--- src/rtl/pc_seq_pkg.sv ---
// Shared encodings for the program-counter sequencer: branch opcodes,
// FSM states and the conditional-branch predicate.
package pc_seq_pkg;

  localparam logic [2:0] BR_NONE = 3'b000;
  localparam logic [2:0] BR_JMP  = 3'b001;
  localparam logic [2:0] BR_CALL = 3'b010;
  localparam logic [2:0] BR_LTZ  = 3'b011;
  localparam logic [2:0] BR_RET  = 3'b100;
  localparam logic [2:0] BR_GTZ  = 3'b101;
  localparam logic [2:0] BR_RSVD = 3'b110;
  localparam logic [2:0] BR_EQZ  = 3'b111;

  typedef enum logic {
    ST_RUN    = 1'b0,
    ST_HALTED = 1'b1
  } state_t;

  // True when a conditional opcode's test holds for the operand's sign/zero flags.
  function automatic logic cond_met(input logic [2:0] op, input logic is_neg, input logic is_zero);
    logic r;
    r = 1'b0;
    case (op)
      BR_LTZ:  r = is_neg;
      BR_GTZ:  r = !is_neg && !is_zero;
      BR_EQZ:  r = is_zero;
      default: r = 1'b0;
    endcase
    return r;
  endfunction

endpackage

--- src/rtl/return_addr_stack.sv ---
// Circular return-address stack. A push into a full stack overwrites the
// oldest entry; a pop from an empty stack leaves state untouched. Both
// report a registered one-cycle flag.
module return_addr_stack
  import pc_seq_pkg::*;
#(
  parameter int RAS_DEPTH = 4,
  parameter int PC_WIDTH  = 32
) (
  input  logic                         clk,
  input  logic                         reset,
  input  logic                         push,
  input  logic                         pop,
  input  logic [PC_WIDTH-1:0]          push_data,
  output logic [PC_WIDTH-1:0]          top_data,
  output logic [$clog2(RAS_DEPTH):0]   count,
  output logic                         overflow,
  output logic                         underflow
);

  localparam int PW = $clog2(RAS_DEPTH);
  localparam int CW = PW + 1;
  localparam logic [PW-1:0] ONE  = PW'(1);
  localparam logic [CW-1:0] FULL = CW'(RAS_DEPTH);

  logic [PC_WIDTH-1:0] mem [RAS_DEPTH];
  logic [PW-1:0]       ptr;   // next free slot; wraps naturally (depth is a power of two)

  // Most recent entry sits just below the write pointer.
  assign top_data = mem[ptr - ONE];

  // Entry storage; no reset needed since count gates every read.
  always_ff @(posedge clk) begin
    if (push) mem[ptr] <= push_data;
  end

  // Pointer, occupancy and one-cycle error flags.
  always_ff @(posedge clk) begin
    if (reset) begin
      ptr       <= '0;
      count     <= '0;
      overflow  <= 1'b0;
      underflow <= 1'b0;
    end else begin
      overflow  <= 1'b0;
      underflow <= 1'b0;
      if (push) begin
        ptr <= ptr + ONE;
        if (count == FULL) overflow <= 1'b1;
        else               count    <= count + CW'(1);
      end else if (pop) begin
        if (count == '0) begin
          underflow <= 1'b1;
        end else begin
          ptr   <= ptr - ONE;
          count <= count - CW'(1);
        end
      end
    end
  end

endmodule

--- src/rtl/pc_sequencer.sv ---
// Program-counter unit: owns the PC, resolves sign/zero conditional branches,
// call/return through a circular RAS, sticky halt with resume, and stall hold.
// All outputs are registered; decisions land on the next rising edge.
module pc_sequencer
  import pc_seq_pkg::*;
#(
  parameter int                  PC_WIDTH   = 32,
  parameter int                  DATA_WIDTH = 32,
  parameter int                  RAS_DEPTH  = 4,
  parameter logic [PC_WIDTH-1:0] RESET_PC   = '0
) (
  input  logic                        clk,
  input  logic                        reset,
  input  logic                        stall,
  input  logic                        halt_op,
  input  logic                        resume,
  input  logic [2:0]                  branch_op,
  input  logic [DATA_WIDTH-1:0]       reg2_data,
  input  logic [PC_WIDTH-1:0]         target,
  output logic [PC_WIDTH-1:0]         pc_out,
  output logic                        branch_taken,
  output logic                        halted,
  output logic                        ras_overflow,
  output logic                        ras_underflow,
  output logic [$clog2(RAS_DEPTH):0]  ras_count
);

  state_t              state, state_nxt;
  logic [PC_WIDTH-1:0] pc_nxt, pc_inc, ras_top;
  logic                taken_nxt, push, pop;
  logic                is_neg, is_zero;

  assign pc_inc  = pc_out + PC_WIDTH'(1);
  assign is_neg  = reg2_data[DATA_WIDTH-1];
  assign is_zero = (reg2_data == '0);
  assign halted  = (state == ST_HALTED);

  // Next state, next PC and RAS commands; halt beats stall beats branch.
  always_comb begin
    state_nxt = state;
    pc_nxt    = pc_out;
    taken_nxt = 1'b0;
    push      = 1'b0;
    pop       = 1'b0;
    case (state)
      ST_RUN: begin
        if (halt_op) begin
          state_nxt = ST_HALTED;
        end else if (!stall) begin
          pc_nxt = pc_inc;
          case (branch_op)
            BR_JMP: begin
              pc_nxt    = target;
              taken_nxt = 1'b1;
            end
            BR_LTZ, BR_GTZ, BR_EQZ: begin
              if (cond_met(branch_op, is_neg, is_zero)) begin
                pc_nxt    = target;
                taken_nxt = 1'b1;
              end
            end
            BR_CALL: begin
              push      = 1'b1;
              pc_nxt    = target;
              taken_nxt = 1'b1;
            end
            BR_RET: begin
              pop = 1'b1;
              // Empty stack falls through to pc+1; the RAS flags the underflow.
              if (ras_count != '0) begin
                pc_nxt    = ras_top;
                taken_nxt = 1'b1;
              end
            end
            default: ;  // BR_NONE and BR_RSVD are sequential
          endcase
        end
      end
      ST_HALTED: begin
        if (resume && !halt_op) state_nxt = ST_RUN;
      end
      default: state_nxt = ST_RUN;
    endcase
  end

  // State, PC and redirect flag registers.
  always_ff @(posedge clk) begin
    if (reset) begin
      state        <= ST_RUN;
      pc_out       <= RESET_PC;
      branch_taken <= 1'b0;
    end else begin
      state        <= state_nxt;
      pc_out       <= pc_nxt;
      branch_taken <= taken_nxt;
    end
  end

  return_addr_stack #(
    .RAS_DEPTH (RAS_DEPTH),
    .PC_WIDTH  (PC_WIDTH)
  ) u_ras (
    .clk       (clk),
    .reset     (reset),
    .push      (push),
    .pop       (pop),
    .push_data (pc_inc),
    .top_data  (ras_top),
    .count     (ras_count),
    .overflow  (ras_overflow),
    .underflow (ras_underflow)
  );

endmodule
--- config.mk ---
export PLATFORM = sky130hd
export DESIGN_NAME = pc_sequencer
export DESIGN_NICKNAME = d
export VERILOG_FILES = /design/src/rtl/pc_seq_pkg.sv /design/src/rtl/return_addr_stack.sv /design/src/rtl/pc_sequencer.sv
export SDC_FILE = /design/constraint.sdc
export NUM_CORES = 1
export LEC_CHECK = 0
export CELL_PAD_IN_SITES_DETAIL_PLACEMENT = 1
export CELL_PAD_IN_SITES_GLOBAL_PLACEMENT = 1
export CORE_MARGIN = 5
export CORE_UTILIZATION = 30
export DETAILED_ROUTE_END_ITERATION = 8
export GPL_ROUTABILITY_DRIVEN = 1
export GPL_TIMING_DRIVEN = 1
export PLACE_DENSITY = 0.71
export RECOVER_POWER = 50
export SETUP_SLACK_MARGIN = 0.05
export SLEW_MARGIN = 20
export SYNTH_ARGS = -nofsm -noshare
export SYNTH_HDL_FRONTEND = slang
export SYNTH_SLANG_ARGS = --single-unit
--- constraint.sdc ---
create_clock -name clk -period 3.2 [get_ports clk]
set_clock_uncertainty 0.2 [all_clocks]
set_input_delay 0.64 -clock clk [delete_from_list [all_inputs] [get_ports clk]]
set_output_delay 0.64 -clock clk [all_outputs]
set_load 0.05 [all_outputs]
After elaboration in Yosys (flattened, before gate mapping). Memory sizes are Yosys's and may differ from the RTL's. Cells that the tools add are included. W data, S select, Z words.

Memory bits (writable): 128. Input bits: 72. Memories: 1. Word-level logic and storage cells: 77. Register bits: 41. Output and inout bits: 39.

Memory list: u_ras.mem (words 4, width 32, read ports 1, clocked after memory_dff 0, write ports 1, RTL line return_addr_stack.sv:26) `logic [PC_WIDTH-1:0] mem [RAS_DEPTH];`.

Bitwise operators: 5. Reduce and logical (&&, ||, !) cells: 17. Muxes and demuxes: 33. $add $sub $neg: 5. Eq/ne operators: 9.

Operators by type and width (count): $pmux W32 S3 (1); $mux W32 (2); $add A32 B1 Y32 const B (1); $logic_not A32 Y1 (1); $mux W1 (20); $eq A3 B3 Y1 const B (4); $mux W3 (4); $eq A3 B2 Y1 const B (2); $mux W2 (3); $pmux W1 S3 (2); $reduce_and A3 Y1 (2); $reduce_or A3 Y1 (2); $not A1 Y1 (5); $ne A2 B2 Y1 const B (2); $reduce_or A2 Y1 (2); $reduce_or A4 Y1 (1); $add A3 B1 Y3 const B (1); $eq A3 B1 Y1 const B (1); $logic_not A1 Y1 (3); $logic_not A3 Y1 (1); $reduce_bool A3 Y1 (1); $sub A3 B1 Y3 const B (1); $add A2 B1 Y2 const B (1); $logic_and A1 B1 Y1 (2); other kinds (4) (4).

Longest topological paths before layout.
Word-level depth: 10. Depth in mapped cells: 13. Gate-level depth less buffers: 8.

Modules after synthesis. Synthesis repeated with hierarchy kept, for this count alone.

Cells, all modules: 585. Area total of the unflattened synthesis: 7878.8 sq um.

By module, submodules not included: return_addr_stack (seq. area each 3983.8 sq um, cells an instance 218, area each 5048.6 sq um, times used 1); pc_sequencer (seq. area each 680.7 sq um, cells an instance 367, area each 2830.2 sq um, times used 1).

Worst setup path before layout. No wires, ideal clock.

Path kind: register to register. Start point: register u_ras.ptr[0]. End point: register pc_out[23]. Required time: 2.868 ns. Path buffers: 6. Clock period less this slack: 3.503 ns. Data arrival time: 3.171 ns. Library setup time: 0.132 ns. Cell stages (with the launch flop): 13. Setup slack: -0.303 ns. Cell sequence: dfxtp_1 buf_2 buf_2 buf_2 inv_1 ha_1 buf_2 clkbuf_1 clkbuf_1 mux4_2 a221o_1 o211ai_1 a21oi_1.

Cells in the longest elaborated chain, start to end: 4.

Ends and longest elaborated chain: start, declared (RTL line return_addr_stack.sv:27) `logic [PW-1:0] ptr;`; start signal, assigned (RTL line return_addr_stack.sv:48) `ptr <= ptr + ONE;`; start signal, assigned (RTL line return_addr_stack.sv:55) `ptr <= ptr - ONE;`; $sub A2 B1 Y2 (RTL line return_addr_stack.sv:30) `assign top_data = mem[ptr - ONE];`; $mem_v2 Z4 W32; $mux W32 (RTL line pc_sequencer.sv:70) `if (ras_count != '0) begin`; $pmux W32 S3 (RTL line pc_sequencer.sv:51) `case (branch_op)`; end signal, assigned (RTL line pc_sequencer.sv:94) `pc_out <= pc_nxt;`; end, declared (RTL line pc_sequencer.sv:20) `output logic [PC_WIDTH-1:0] pc_out,`.

No other way between the ends. A chain may end at the register's enable or synchronous reset.

Worst setup path in the final report.
Start point: input stall. End point: register u_ras.count[2].

Cells in the longest elaborated chain, start to end: 5. Elaborated cells on any way between the ends: 11. Those cells by class: 2 x eq/ne; 7 x mux; 2 x reduce/logical.

Ends and longest elaborated chain: start, declared (RTL line pc_sequencer.sv:14) `input logic stall,`; $mux W1 (RTL line pc_sequencer.sv:49) `end else if (!stall) begin`; $mux W1 (RTL line pc_sequencer.sv:47) `if (halt_op) begin`; $mux W1 (RTL line pc_sequencer.sv:45) `case (state)`; $ne A2 B2 Y1 (no source line) or $reduce_bool A2 Y1 (tied branches); $reduce_and A3 Y1 (no source line); end signal, assigned (RTL line return_addr_stack.sv:50) `else count <= count + CW'(1);`; end signal, assigned (RTL line return_addr_stack.sv:56) `count <= count - CW'(1);`; end, declared (RTL line return_addr_stack.sv:16) `output logic [$clog2(RAS_DEPTH):0] count,`.

Parallel ways exist; a longest one is shown, timed or not.

==> flow_summary_export.csv <==
group,metric,value,unit
clock_tree,cts.htree.levels,4,
run,maxCapViolations,0,
critical_path,cp.required,3.28,ns
route,num_vias,6246,
timing,period_minus_slack,2.993,ns
place,dpl_cell_area,10060,um2
finish,seq_area,4666,um2
grt,busiest_layer,"met2",
clock_tree,cts_buffers,17,
critical_path,worstSetupPathType,"in -> reg",
grt,grtUsageMet2,29.46,%
finish,final_common_cell,"edfxtp_1",
timing,finalSetupViolCount,0,
logic_synthesis,yosys.area.top_type,"edfxtp_1",
clock_tree,clk_path_buf_depth,2,
critical_path,cp-start-kind,"input port",
logic_synthesis,synth_nets,740,
logic_synthesis,ys_seq_area_share,56.97,%
clock_tree,ctsHoldBuffers,0,
logic_synthesis,yosys-top-cells-area,"edfxtp_1, dfxtp_1, mux4_2, o21ai_0, a21oi_1",
grt,grt_max_degree,39,
timing,max_freq,334.1,MHz
floorplanning,rows,60,
grt,met1_usage,22.41,%
critical_path,cp-end-kind,"flip-flop",
floorplanning,pin_count,111,
logic_synthesis,synth_top_area_share,46.94,%
timing,tightestPinTransition,1.217,ns
logic_synthesis,syn_area_per_cell,12.37,um2
clock_tree,postCtsSetupBuffers,0,
min_path,hold_depth,2,
logic_synthesis,synth_seq_cells,169,
min_path,hp-class,"reg -> reg",
min_path,min-delay-start,"pc_out[24]",
route,drtIter0Drc,477,
logic_synthesis,synthArstFlopShare,0,%
finish,mostFrequentLayoutCells,"edfxtp_1, clkdlybuf4s50_1, nand2_1",
floorplanning,start_util,30.38,%
clock_tree,cts.root.buffer_cell,"clkbuf_16",
finish,fill_cells,2853,
floorplanning,fp.dieW,175.2,um
clock_tree,clkSinkCount,169,
route,final_antenna_net_count,0,
timing,slew_headroom,18.88,%
route,wl_per_cell,23.17,um
logic_synthesis,synth_top_flop_cell,"edfxtp_1",
power_and_ir_drop,p_per_area,471.8,nW/um2
critical_path,crit_start,"stall",
finish,nets,878,
clock_tree,ctsResizeCount,0,
finish,area_growth,28.71,%
grt,grt_pass1_wl,40360,um
route,first_pass_iters,6,
route,viasPerCell,5.412,
place,portBuffers,110,
power_and_ir_drop,power,4.972,mW
logic_synthesis,syn_area,8188,um2
timing,fin_crit_sh,93.53,%
floorplanning,die_h,175.2,um
finish,final_area,10540,um2
clock_tree,clk_pin_slew,0.07,ns
floorplanning,core-area,26950,um2
place,dp_hpwl,18640,um
timing,hold_viol_final,0,
run_status,status,"finished, final reports clean",
floorplanning,die-area,30700,um2
clock_tree,clock_latency,0.44,ns
power_and_ir_drop,power.leakage,3.503,nW
place,gp_congestion,0.7881,
critical_path,cp.arrival,3.08,ns
critical_path,crit_fanout,17,
logic_synthesis,synth-edff-count,128,
grt,grt_usage,17.37,%
grt,antenna_found_initial,0,
critical_path,r2r_start,"pc_out[0]",
critical_path,r2r_cells,8,
clock_tree,tritoncts,"done",
grt,grt_pass1_vias,6586,
route,drt_wl_total,26740,um
finish,multi_input_area,3229,um2
power_and_ir_drop,ir_drop,0.3029,mV
finish,antenna_cells,0,
route,drc,0,
finish,drive_above_1_share,15.62,%
timing,rsz0062_at_grt,"no",
logic_synthesis,yosysUniqueCellTypes,64,
grt,grt-ovfl-total,0,
grt,use_met3,3.159,%
timing,drv_slew,0,
logic_synthesis,synth_cells,662,
logic_synthesis,ys_warn_count,0,
## synth_stat cells (all sizes together) (14+ instances only)
library cell,number
a211oi,14
a21oi,43
a221o,17
buf,16
clkbuf,28
dfxtp,41
edfxtp,128
inv,18
mux4,32
nand2,53
nand3,16
nor2,45
nor3,15
nor4,15
o21ai,45
xnor2,21
## path summary, 6_finish.rpt
kind,to,slack (ns)
worst max-delay path,u_ras.count[2],0.21
worst min-delay path,pc_out[24],0.34
worst max register to register,pc_out[16],0.32
worst min register to register,pc_out[24],0.34
## routing by layer
metal | routed length [um] | vias up | part of all wire [%]
met3 | 1193 | 32 | 4.5
met5 | 0 | - | 0
li1 | - | 2848 | -
met4 | 551 | 0 | 2.1
met2 | 13370 | 169 | 50
met1 | 11620 | 3197 | 43
## state kept, by name, indices dropped and copies added, names as in the netlist
name and count:
u_ras.mem 128, u_ras.underflow 1, halted 1, branch_taken 1, u_ras.count 3, u_ras.overflow 1, u_ras.ptr 2, pc_out 32
## per-stage QoR
stage	TNS [ns]	util [%]	std cells	hold slack, ns	worst slack, ns
6_report	0	39.10	1154	0.3365	0.2071
5_1_grt	0	39.10	1154	0.3724	0.06855
4_1_cts	0	39.40	1154	0.3517	0.2564
3_5_place_dp	-3.715	37.31	1122	0.3384	-0.1880
3_3_place_gp	-2.063	37.31	1122	0.3111	-0.1348
2_1_floorplan	0	-	662	0.4274	0.06347
## power by group
part           internal (mW)  total (mW)  switching [mW]
logic                  0.238       0.563           0.325
registers               2.38        2.41          0.0350
clock network           1.06        2.00           0.939
total                   3.67        4.97            1.30
## final cells by class
| class | count | area share (%) |
|---|---|---|
| Sequential cell | 169 | 44.27 |
| Multi-Input combinational cell | 431 | 30.64 |
| Timing Repair Buffer | 163 | 15.05 |
| Clock buffer | 19 | 4.298 |
| Tap cell | 341 | 4.048 |
| Clock inverter | 13 | 1.045 |
| Inverter | 18 | 0.6411 |
## cells by family (layout without fill, tap and decap cells)
group | count (synthesis) | after routing | synth area share, %
compound gates | 172 | 172 | 13.97
xor+xnor | 34 | 34 | 3.729
fa+ha+maj | 6 | 6 | 1.009
buf+inv | 62 | 213 | 3.499
flops | 169 | 169 | 56.97
mux | 34 | 34 | 9.062
simple gates | 185 | 185 | 11.77
## critical path, stage by stage
cell and delay, ns:
dlygate4sd3_1 0.57, or3_1 0.38, clkbuf_1 0.47, a211o_1 0.50, a21oi_1 0.23, nand2_1 0.10, xor2_1 0.14, nor2_1 0.06
Power figures use the tool's default switching activity.
